[src/rtl/mem_port_arbiter_pkg.sv]
// Shared types and constants for the IF/DM memory port arbiter.
// Latency: n/a (declarations only).
// Backpressure: n/a.
package mem_arb_pkg;

    typedef enum logic [1:0] {
        IDLE  = 2'd0,
        ISSUE = 2'd1,
        WAIT  = 2'd2,
        RESP  = 2'd3
    } arb_state_t;

    // Requester ids held in the grant register
    localparam logic GNT_IF = 1'b0;
    localparam logic GNT_DM = 1'b1;

    // Width of the memory latency counter; holds LATENCY up to 15
    localparam int CNT_W = 4;

endpackage

[src/rtl/mem_port_arbiter_if.sv]
// Bundles the IF requester, DM requester and memory command/response signals.
// Latency: n/a (wiring only).
// Backpressure: requesters hold req until their ack; stall = req & ~ack.
// Modports: master = the arbiter (serves requesters, drives the memory),
//           slave  = the environment (requesters plus memory).
interface mem_port_arbiter_if #(
    parameter int ADDR_W = 32,
    parameter int DATA_W = 32
);
    // instruction-fetch requester
    logic              if_req_i;
    logic [ADDR_W-1:0] if_addr_i;
    logic              if_ack_o;
    logic [DATA_W-1:0] if_rdata_o;
    logic              if_stall_o;
    // data-memory requester
    logic              dm_req_i;
    logic              dm_we_i;
    logic [ADDR_W-1:0] dm_addr_i;
    logic [DATA_W-1:0] dm_wdata_i;
    logic              dm_ack_o;
    logic [DATA_W-1:0] dm_rdata_o;
    logic              dm_stall_o;
    // memory side
    logic              mem_req_o;
    logic              mem_we_o;
    logic [ADDR_W-1:0] mem_addr_o;
    logic [DATA_W-1:0] mem_wdata_o;
    logic [DATA_W-1:0] mem_rdata_i;

    modport master (
        input  if_req_i, if_addr_i,
        input  dm_req_i, dm_we_i, dm_addr_i, dm_wdata_i,
        input  mem_rdata_i,
        output if_ack_o, if_rdata_o, if_stall_o,
        output dm_ack_o, dm_rdata_o, dm_stall_o,
        output mem_req_o, mem_we_o, mem_addr_o, mem_wdata_o
    );

    modport slave (
        output if_req_i, if_addr_i,
        output dm_req_i, dm_we_i, dm_addr_i, dm_wdata_i,
        output mem_rdata_i,
        input  if_ack_o, if_rdata_o, if_stall_o,
        input  dm_ack_o, dm_rdata_o, dm_stall_o,
        input  mem_req_o, mem_we_o, mem_addr_o, mem_wdata_o
    );

endinterface

[src/rtl/mem_port_arbiter_lat_cnt.sv]
// Loadable down-counter that times the fixed memory latency (module arb_lat_cnt).
// Latency: load takes effect next cycle; zero is combinational from count and dec.
// Backpressure: none; counts only while dec is high.
// Ports: clk_i, rst_i (sync, active-high), load, dec, zero.
module arb_lat_cnt
    import mem_arb_pkg::*;
#(
    parameter int LATENCY = 2
) (
    input  logic clk_i,
    input  logic rst_i,
    input  logic load,
    input  logic dec,
    output logic zero
);

    logic [CNT_W-1:0] cnt;

    always_ff @(posedge clk_i) begin
        if (rst_i) begin
            cnt <= '0;
        end else if (load) begin
            cnt <= CNT_W'(LATENCY);
        end else if (dec && (cnt != '0)) begin
            cnt <= cnt - CNT_W'(1);
        end
    end

    // Flags the cycle whose decrement takes the count to zero, i.e. the last
    // WAIT cycle, which is exactly when memory data is valid.
    assign zero = dec && (cnt == CNT_W'(1));

endmodule

[src/rtl/mem_port_arbiter.sv]
// Shares one fixed-latency single-port memory between IF and DM requesters.
// Latency: req to ack is LATENCY+3 cycles uncontended (IDLE, ISSUE, WAIT x LATENCY, RESP).
// Backpressure: requesters hold req until ack; stall outputs = req & ~ack.
// Ports: clk_i, rst_i (sync, active-high), bus (mem_port_arbiter_if.master).
// Build option: define ARB_RR_EN to alternate priority when both requests are
// pending in IDLE; without it DM always wins in IDLE.
module mem_port_arbiter
    import mem_arb_pkg::*;
#(
    parameter int ADDR_W  = 32,
    parameter int DATA_W  = 32,
    parameter int LATENCY = 2
) (
    input  logic                clk_i,
    input  logic                rst_i,
    mem_port_arbiter_if.master  bus
);

    arb_state_t        state, state_nxt;
    logic              gnt;            // requester currently (or last) served
    logic              pick;           // IDLE arbitration winner
    logic              load;           // latch a new access this cycle
    logic              ld_id;          // id of the access being latched
    logic              cnt_load;
    logic              cnt_dec;
    logic              cnt_zero;
    logic              capture;        // memory data valid this cycle
    logic              mem_we_q;
    logic [ADDR_W-1:0] mem_addr_q;
    logic [DATA_W-1:0] mem_wdata_q;
    logic [DATA_W-1:0] if_rdata_q;
    logic [DATA_W-1:0] dm_rdata_q;

    arb_lat_cnt #(.LATENCY(LATENCY)) u_lat_cnt (
        .clk_i (clk_i),
        .rst_i (rst_i),
        .load  (cnt_load),
        .dec   (cnt_dec),
        .zero  (cnt_zero)
    );

    // IDLE winner. DM wins by default: it belongs to the older instruction.
    always_comb begin
        pick = bus.dm_req_i ? GNT_DM : GNT_IF;
`ifdef ARB_RR_EN
        if (bus.dm_req_i && bus.if_req_i) begin
            pick = (gnt == GNT_DM) ? GNT_IF : GNT_DM;
        end
`endif
    end

    always_ff @(posedge clk_i) begin
        if (rst_i) begin
            state <= IDLE;
        end else begin
            state <= state_nxt;
        end
    end

    always_comb begin
        state_nxt = state;
        load      = 1'b0;
        ld_id     = gnt;
        cnt_load  = 1'b0;
        cnt_dec   = 1'b0;
        capture   = 1'b0;
        case (state)
            IDLE: begin
                if (bus.dm_req_i || bus.if_req_i) begin
                    load      = 1'b1;
                    ld_id     = pick;
                    state_nxt = ISSUE;
                end
            end
            ISSUE: begin
                cnt_load  = 1'b1;
                state_nxt = WAIT;
            end
            WAIT: begin
                cnt_dec = 1'b1;
                if (cnt_zero) begin
                    capture   = 1'b1;
                    state_nxt = RESP;
                end
            end
            RESP: begin
                // The served requester still has req high this cycle, so only
                // the other one may chain a back-to-back access.
                state_nxt = IDLE;
                if ((gnt == GNT_DM) ? bus.if_req_i : bus.dm_req_i) begin
                    load      = 1'b1;
                    ld_id     = ~gnt;
                    state_nxt = ISSUE;
                end
            end
            default: state_nxt = IDLE;
        endcase
    end

    // Access fields and response words. Command fields hold between accesses;
    // an IF access leaves the write-data register untouched.
    always_ff @(posedge clk_i) begin
        if (rst_i) begin
            gnt         <= GNT_DM;
            mem_we_q    <= 1'b0;
            mem_addr_q  <= '0;
            mem_wdata_q <= '0;
            if_rdata_q  <= '0;
            dm_rdata_q  <= '0;
        end else begin
            if (load) begin
                gnt <= ld_id;
                if (ld_id == GNT_DM) begin
                    mem_we_q    <= bus.dm_we_i;
                    mem_addr_q  <= bus.dm_addr_i;
                    mem_wdata_q <= bus.dm_wdata_i;
                end else begin
                    mem_we_q   <= 1'b0;
                    mem_addr_q <= bus.if_addr_i;
                end
            end
            if (capture) begin
                if (gnt == GNT_IF) begin
                    if_rdata_q <= bus.mem_rdata_i;
                end else if (!mem_we_q) begin
                    dm_rdata_q <= bus.mem_rdata_i;
                end
            end
        end
    end

    assign bus.mem_req_o   = (state == ISSUE);
    assign bus.mem_we_o    = mem_we_q;
    assign bus.mem_addr_o  = mem_addr_q;
    assign bus.mem_wdata_o = mem_wdata_q;

    assign bus.if_ack_o    = (state == RESP) && (gnt == GNT_IF);
    assign bus.dm_ack_o    = (state == RESP) && (gnt == GNT_DM);
    assign bus.if_rdata_o  = if_rdata_q;
    assign bus.dm_rdata_o  = dm_rdata_q;

    assign bus.if_stall_o  = bus.if_req_i & ~bus.if_ack_o;
    assign bus.dm_stall_o  = bus.dm_req_i & ~bus.dm_ack_o;

endmodule

[src/flat_wrapper.sv]
// flat-port wrapper written by rule: the top's interface ports become plain ports
module mem_port_arbiter_flat import mem_arb_pkg::*;
#(
    parameter int ADDR_W  = 32,
    parameter int DATA_W  = 32,
    parameter int LATENCY = 2
)
  (clk_i, rst_i, bus_if_req_i, bus_if_addr_i, bus_dm_req_i, bus_dm_we_i, bus_dm_addr_i, bus_dm_wdata_i, bus_mem_rdata_i, bus_if_ack_o, bus_if_rdata_o, bus_if_stall_o, bus_dm_ack_o, bus_dm_rdata_o, bus_dm_stall_o, bus_mem_req_o, bus_mem_we_o, bus_mem_addr_o, bus_mem_wdata_o);
  mem_port_arbiter_if #(.ADDR_W(ADDR_W), .DATA_W(DATA_W)) bus_i ();
  input  logic clk_i;
  input  logic rst_i;
  input wire logic [$bits(bus_i.if_req_i)-1:0] bus_if_req_i;
  input wire logic [$bits(bus_i.if_addr_i)-1:0] bus_if_addr_i;
  input wire logic [$bits(bus_i.dm_req_i)-1:0] bus_dm_req_i;
  input wire logic [$bits(bus_i.dm_we_i)-1:0] bus_dm_we_i;
  input wire logic [$bits(bus_i.dm_addr_i)-1:0] bus_dm_addr_i;
  input wire logic [$bits(bus_i.dm_wdata_i)-1:0] bus_dm_wdata_i;
  input wire logic [$bits(bus_i.mem_rdata_i)-1:0] bus_mem_rdata_i;
  output wire logic [$bits(bus_i.if_ack_o)-1:0] bus_if_ack_o;
  output wire logic [$bits(bus_i.if_rdata_o)-1:0] bus_if_rdata_o;
  output wire logic [$bits(bus_i.if_stall_o)-1:0] bus_if_stall_o;
  output wire logic [$bits(bus_i.dm_ack_o)-1:0] bus_dm_ack_o;
  output wire logic [$bits(bus_i.dm_rdata_o)-1:0] bus_dm_rdata_o;
  output wire logic [$bits(bus_i.dm_stall_o)-1:0] bus_dm_stall_o;
  output wire logic [$bits(bus_i.mem_req_o)-1:0] bus_mem_req_o;
  output wire logic [$bits(bus_i.mem_we_o)-1:0] bus_mem_we_o;
  output wire logic [$bits(bus_i.mem_addr_o)-1:0] bus_mem_addr_o;
  output wire logic [$bits(bus_i.mem_wdata_o)-1:0] bus_mem_wdata_o;
  assign bus_i.if_req_i = bus_if_req_i;
  assign bus_i.if_addr_i = bus_if_addr_i;
  assign bus_i.dm_req_i = bus_dm_req_i;
  assign bus_i.dm_we_i = bus_dm_we_i;
  assign bus_i.dm_addr_i = bus_dm_addr_i;
  assign bus_i.dm_wdata_i = bus_dm_wdata_i;
  assign bus_i.mem_rdata_i = bus_mem_rdata_i;
  assign bus_if_ack_o = bus_i.if_ack_o;
  assign bus_if_rdata_o = bus_i.if_rdata_o;
  assign bus_if_stall_o = bus_i.if_stall_o;
  assign bus_dm_ack_o = bus_i.dm_ack_o;
  assign bus_dm_rdata_o = bus_i.dm_rdata_o;
  assign bus_dm_stall_o = bus_i.dm_stall_o;
  assign bus_mem_req_o = bus_i.mem_req_o;
  assign bus_mem_we_o = bus_i.mem_we_o;
  assign bus_mem_addr_o = bus_i.mem_addr_o;
  assign bus_mem_wdata_o = bus_i.mem_wdata_o;
  mem_port_arbiter #(.ADDR_W(ADDR_W), .DATA_W(DATA_W), .LATENCY(LATENCY)) u_core (.clk_i(clk_i), .rst_i(rst_i), .bus(bus_i));
endmodule
[config.mk]
export PLATFORM = sky130hd
export DESIGN_NAME = mem_port_arbiter_flat
export DESIGN_NICKNAME = d
export VERILOG_FILES = /design/src/rtl/mem_port_arbiter_pkg.sv /design/src/rtl/mem_port_arbiter_if.sv /design/src/rtl/mem_port_arbiter_lat_cnt.sv /design/src/rtl/mem_port_arbiter.sv /design/src/flat_wrapper.sv
export SDC_FILE = /design/constraint.sdc
export NUM_CORES = 1
export LEC_CHECK = 0
export BUFFER_PORTS_ARGS = -buffer_cell sky130_fd_sc_hd__buf_2
export CAP_MARGIN = 10
export CORE_ASPECT_RATIO = 0.7
export CORE_MARGIN = 2
export CORE_UTILIZATION = 50
export CTS_CLUSTER_SIZE = 25
export DETAILED_ROUTE_END_ITERATION = 10
export PLACE_DENSITY = 0.85
export RECOVER_POWER = 25
export SLEW_MARGIN = 10
export SYNTH_ARGS = -nofsm -noshare
export SYNTH_HDL_FRONTEND = slang
export SYNTH_HIERARCHICAL = 1
export SYNTH_SLANG_ARGS = --single-unit
[constraint.sdc]
create_clock -name clk_i -period 4.7 [get_ports clk_i]
set_input_delay 0.705 -clock clk_i [delete_from_list [all_inputs] [get_ports clk_i]]
set_output_delay 0.705 -clock clk_i [all_outputs]
set_load 0.02 [all_outputs]
==> impl_metrics.json, run 1 <==
{
  "drv_slew": 0,
  "dp.final_hpwl_um": 10600,
  "antenna_found_initial": 0,
  "power_density_nw_per_um2": 643,
  "synth_cells": 677,
  "drive_gt1_frac": 0.310,
  "synth_edf_count": 0,
  "worst_skew_pair.late_latency_ns": 0.40,
  "placedCellCount": 1047,
  "rows": 32,
  "fin_skew_ns": 0.0115,
  "arrival_ns": 3.21,
  "cts-root-buf": "clkbuf_16",
  "dr.pass1.iters": 5,
  "grt_pass1_wl_um": 24600,
  "reg2reg_setup_slack_ns": 1.76,
  "fillers": 956,
  "final-instance-count-excl-fill": 1080,
  "clk_pin_slew_ns": 0.06,
  "synth_seq_cells": 136,
  "tritoncts": "yes",
  "cp.required_ns": 4.97,
  "initial_core_util": 0.513,
  "ios": 267,
  "max_stage_delay_ns": 0.83,
  "final-setup-viol-count": 0,
  "fmax_mhz": 341,
  "placed_area_um2": 6970,
  "utilization": 0.680,
  "syn_area_per_cell_um2": 8.35,
  "path_cells": "inv_1 > ha_1 > inv_1 > nor4b_1 > nand2_1 > or3_1 > nand2_1 > a21oi_1",
  "layout_min_cycle_time_ns": 2.94,
  "cp_top_family": "simple AND/OR/NAND/NOR gates",
  "async_reset_ff_frac": 0,
  "wire_per_inst_um": 14.7,
  "vias": 5613,
  "yosysWarnings": 6,
  "grt_pass1_vias": 5043,
  "synthDistinctLibCells": 42,
  "netlist_area_um2": 5650,
  "grtUsageTotal": 0.253,
  "cts_buffers": 17,
  "syn_nets": 816,
  "clock_sink_count": 136,
  "status": "completed",
  "end_kind": "flop",
  "tightest_slew_ns": 1.19,
  "tns_ns": 0,
  "die-area_um2": 12200,
  "antenna_cells": 0,
  "hold_viol_final": 0,
  "coreArea_um2": 11000,
  "seq_area_frac_synth": 0.482,
  "clk_path_buf_depth": 2,
  "drtIter0Drc": 326,
  "io_buffer_count": 266,
  "post-cts-setup-buffer-count": 0,
  "grt_overflow": 0,
  "postCtsHoldBufs": 0,
  "die_w_um": 131,
  "worstSetupStartpointType": "flop",
  "htreeDepth": 4,
  "dieHeight_um": 93.0,
  "ant_nets": 0,
  "grt_max_degree": 68,
  "hp-class": "flop to flop",
  "p_total_mw": 4.81,
  "ys.flop_type": "dfxtp_1",
  "dr.max_layer_used": "met4",
  "leakage_nw": 3.03,
  "nets": 1053,
  "period_share": 0.625,
  "wl_um": 15900,
  "dr_wl_met2_um": 7560,
  "place_congestion": 0.821,
  "peakVddDrop_mv": 0.461,
  "rsz0062_at_grt": "false",
  "cp_slowest_cell": "or3_1",
  "slew_headroom": 0.208,
  "via_per_inst": 5.20,
  "worstSetupPathType": "flop to flop",
  "met1_length_um": 6860,
  "fin_area_um2": 7490,
  "area_growth_pct": 32.5,
  "drv_cap": 0,
  "crit_buf_inv": 2,
  "drc_errors": 0,
  "dr_wl_met3_um": 1250,
  "cp_max_fo": 32,
  "cts_resized": 0
}
worst register-to-register path, stage by stage (launching register included):
cell	delay (ns)
dfxtp_1	0.34
inv_1	0.11
ha_1	0.34
inv_1	0.12
nor4b_1	0.48
nand2_1	0.23
or3_1	0.83
nand2_1	0.27
a21oi_1	0.09
kinds of logic (layout without fill, tap and decap cells):
kind of cell	Yosys count	after routing	share of synthesized area
fa+ha+maj	6	6	0.0133
mux	3	3	0.00531
compound gates	211	211	0.253
buf+inv	67	317	0.0567
simple gates	254	254	0.190
flops	136	136	0.482
per-layer routing:
| metal | GRT usage | vias to the layer above |
|---|---|---|
| met2 | 0.403 | 195 |
| met5 | 0 | - |
| met4 | 0.0736 | 0 |
| li1 | - | 2806 |
| met1 | 0.322 | 2596 |
| met3 | 0.0913 | 16 |
area by class of cell:
type | count | area [um2] | share of cell area
clock buffer | 18 | 429 | 0.0573
clock inverter | 14 | 166 | 0.0222
inverter | 9 | 33.8 | 0.00451
multi-input combinational | 474 | 2610 | 0.348
sequential | 136 | 2720 | 0.364
tap | 153 | 191 | 0.0256
timing repair buffer | 276 | 1340 | 0.179
stage by stage:
stage                     setup slack, ns  hold WS [ns]
final                                1.76         0.451
after global routing                 1.51         0.471
after CTS                            1.78         0.451
after detailed placement             1.82         0.443
after global placement               1.95         0.439
after floorplan                      2.51         0.482
power by group:
part	switching, mW	internal [mW]	total [mW]
combinational	1.38	0.658	2.03
sequential	0.107	1.35	1.45
clock	0.528	0.798	1.33
registers in the layout, indices dropped and copies added, names as in the netlist, named ones only:
register	cells
u_core/bus.dm_rdata_o	32
u_core/bus.if_rdata_o	32
u_core/bus.mem_addr_o	32
u_core/bus.mem_wdata_o	32
u_core/bus.mem_we_o	1
u_core/state	2
u_core/u_lat_cnt/cnt	4
path summary, 6_finish.rpt:
| path | from | to | cells past startpoint |
|---|---|---|---|
| hold / removal | u_core/bus.if_rdata_o[25] | u_core/bus.if_rdata_o[25] | 2 |
| setup / recovery | u_core/state[0] | u_core/bus.dm_rdata_o[16] | 8 |
| hold reg to reg | u_core/bus.if_rdata_o[25] | u_core/bus.if_rdata_o[25] | 2 |
| setup reg to reg | u_core/state[0] | u_core/bus.dm_rdata_o[16] | 8 |
synth_stat cells, drive strengths merged (3+ instances only):
master | number | area (um2)
nor3 | 4 | 25.0
nor4b | 3 | 32.5
inv | 9 | 33.8
ha | 6 | 75.1
mux2i | 3 | 30.0
dfxtp | 136 | 2720
a211oi | 3 | 40.0
nor2b | 3 | 26.3
o21ai | 37 | 200
nand3 | 34 | 170
nor2 | 8 | 30.0
clkbuf | 33 | 124
a21oi | 132 | 661
buf | 25 | 163
a311oi | 32 | 462
nand2 | 195 | 732
cells in the final DEF, fill, tap and decap left out, types with 2 or more instances in the layout:
master and count:
buf_2 202, nand2_1 195, dfxtp_1 136, a21oi_1 132
clkbuf_1 64, nand3_1 34, a311oi_2 29, o21ai_1 20
clkbuf_16 17, o21ai_0 15, buf_4 10, inv_1 7
nor2_1 7, ha_1 6, inv_6 4, clkinvlp_4 3
clkinv_4 3, mux2i_1 3, a311oi_1 3, nor4b_1 3
nor3_1 3, inv_8 2, bufinv_16 2, inv_2 2
nor2b_1 2, a211oi_1 2
Note: power is estimated with default switching activity, not from simulation.
==> run 2: changes to the inputs <==
CORE_UTILIZATION = 42   (was 50)
PLACE_DENSITY = 0.76   (was 0.85)
clock period = 2.5 ns   (was 4.7 ns; I/O delays follow)
==> run 2 against run 1 <==
  * Via count is 1.9% higher
  * Utilization is 10 points lower
  * Design area is 1.5% higher
  * Total power is 90% higher
  * Global-route usage is 3.2 points lower
  * First-iteration DRC count is 8.6% lower
  * Register-to-register slack worse by 1.5 ns
  * Fmax is 33% higher
  * Clock skew is 0.0024 ns lower
  * Setup slack worse by 1.5 ns
  * Critical endpoint is now u_core/bus.mem_addr_o[19]
==> impl_metrics.json, run 2 (synthesized netlist as in run 1, its figures left out) <==
{
  "tns_ns": 0,
  "final-instance-count-excl-fill": 1101,
  "drc_errors": 0,
  "tritoncts": "yes",
  "wl_um": 16400,
  "final_cell_mix": "198 x buf_2, 195 x nand2_1, 136 x dfxtp_1, 132 x a21oi_1, 67 x clkbuf_1",
  "ios": 267,
  "worstSetupPathType": "flop to flop",
  "rows": 35,
  "leakage_nw": 3.05,
  "place_congestion": 0.813,
  "max_stage_delay_ns": 0.76,
  "wire_per_inst_um": 14.9,
  "grt_util_met3": 0.0641,
  "nets": 1061,
  "reg2reg_setup_slack_ns": 0.29,
  "drv_slew": 0,
  "area_growth_pct": 34.5,
  "rsz0062_at_grt": "false",
  "utilization": 0.578,
  "dp.final_hpwl_um": 10900,
  "final-setup-viol-count": 0,
  "post-cts-setup-buffer-count": 0,
  "die-area_um2": 14400,
  "initial_core_util": 0.430,
  "drtIter0Drc": 298,
  "dieHeight_um": 101,
  "dr.pass1.iters": 4,
  "grt_max_degree": 98,
  "cts_resized": 0,
  "reg2reg_from": "u_core/state[1]",
  "antenna_cells": 0,
  "grtUsageTotal": 0.221,
  "grt-busiest-layer": "met2",
  "via_per_inst": 5.19,
  "clk_path_buf_depth": 2,
  "hp-class": "input pin to flop",
  "postCtsHoldBufs": 0,
  "grt_pass1_vias": 5369,
  "cts_buffers": 17,
  "clk_pin_slew_ns": 0.07,
  "rr_worst_depth": 5,
  "hold_ws_ns": 0.205,
  "cts-root-buf": "clkbuf_16",
  "post-place-ws_ns": 0.286,
  "timing.final.ws_setup_ns": 0.289,
  "placedCellCount": 1069,
  "grt_overflow": 0,
  "period_share": 0.884,
  "met2_usage": 0.370,
  "drv_cap": 0,
  "grt_pass1_wl_um": 25900,
  "fillers": 1254,
  "worst_skew_pair.late_latency_ns": 0.40,
  "drive_gt1_frac": 0.314,
  "die_w_um": 143,
  "clock_sink_count": 136,
  "vias": 5717,
  "htreeDepth": 4,
  "end_kind": "flop",
  "final_common_cell": "buf_2",
  "min_from": "bus_dm_wdata_i[0]",
  "layout_min_cycle_time_ns": 2.21,
  "io_buffer_count": 266,
  "fin_skew_ns": 0.00909,
  "peakVddDrop_mv": 0.717,
  "grt_use_met1": 0.282,
  "arrival_ns": 2.44,
  "coreArea_um2": 13100,
  "holdPathEnd": "u_core/bus.mem_wdata_o[0]",
  "tightest_slew_ns": 0.929,
  "antenna_found_initial": 0,
  "rr_endpoint": "u_core/bus.mem_addr_o[19]",
  "cp_slowest_cell": "and2_2",
  "hold_viol_final": 0,
  "cp.required_ns": 2.73,
  "fmax_mhz": 452,
  "status": "completed",
  "min_path_cells": 3,
  "power_density_nw_per_um2": 1200,
  "cp_max_fo": 33,
  "slew_headroom": 0.381,
  "ant_nets": 0,
  "path_cells": "inv_1 > ha_1 > inv_2 > and2_2 > a311oi_2",
  "worstSetupStartpointType": "flop"
}
==> run 2: changes by cell type in the layout (fill, tap and decap cells not counted), moves of 2 or more <==
cell | before | now
buf_4 | 10 | 16
buf_2 | 202 | 198
buf_12 | 0 | 3
clkbuf_1 | 64 | 67
clkinv_4 | 3 | 1
inv_8 | 2 | 4
==> run 2: how the worst max path moves through the flow <==
stage                    startpoint                         to  slack [ns]  cells after the start
floorplan           u_core/state[0]   u_core/bus.dm_rdata_o[1]        0.31                     10
global placement    u_core/state[0]  u_core/bus.mem_addr_o[30]        0.36                      5
detailed placement  u_core/state[0]  u_core/bus.dm_rdata_o[19]        0.29                     10
CTS                 u_core/state[0]  u_core/bus.dm_rdata_o[19]        0.27                     10
global route        u_core/state[0]  u_core/bus.dm_rdata_o[27]        0.14                     10
finish              u_core/state[1]  u_core/bus.mem_addr_o[19]        0.29                      5
==> run 2: where the power goes <==
group	leakage, nW	total [mW]	switching [mW]	internal, mW
registers	1.11	2.73	0.198	2.53
clock network	0.275	2.48	1.07	1.41
logic	1.67	3.94	2.61	1.33
==> run 2: critical path: cells and delay by family, from the launching register on <==
family / cells / cell delay (ns)
buffers and inverters: 2 / 0.20
and+or+nand+nor: 1 / 0.76
DFF: 1 / 0.40
adders and majority gates: 1 / 0.45
AOI/OAI and AO/OA: 1 / 0.22
==> run 2: final cells by class <==
cell class	instances	area, um2	share of cell area
Timing Repair Buffer	284	1420	0.187
Sequential cell	136	2720	0.358
Inverter	9	33.8	0.00445
Tap cell	166	208	0.0273
Clock inverter	15	158	0.0207
Clock buffer	17	425	0.0560
Multi-Input combinational cell	474	2630	0.346
==> run 2: metal layers <==
metal  share of wire  vias up
met1            0.44     2655
met5               0        -
li1                -     2830
met3           0.085        7
met4          0.0060        0
met2            0.47      225
==> run 2: metrics by stage <==
step                power [mW]  instance area [um2]
global route              9.71                 7600
global placement          6.68                 7100
detailed placement        6.74                 7100
CTS                       9.24                 7680
finish                    9.15                 7600
floorplan                 5.84                 5650
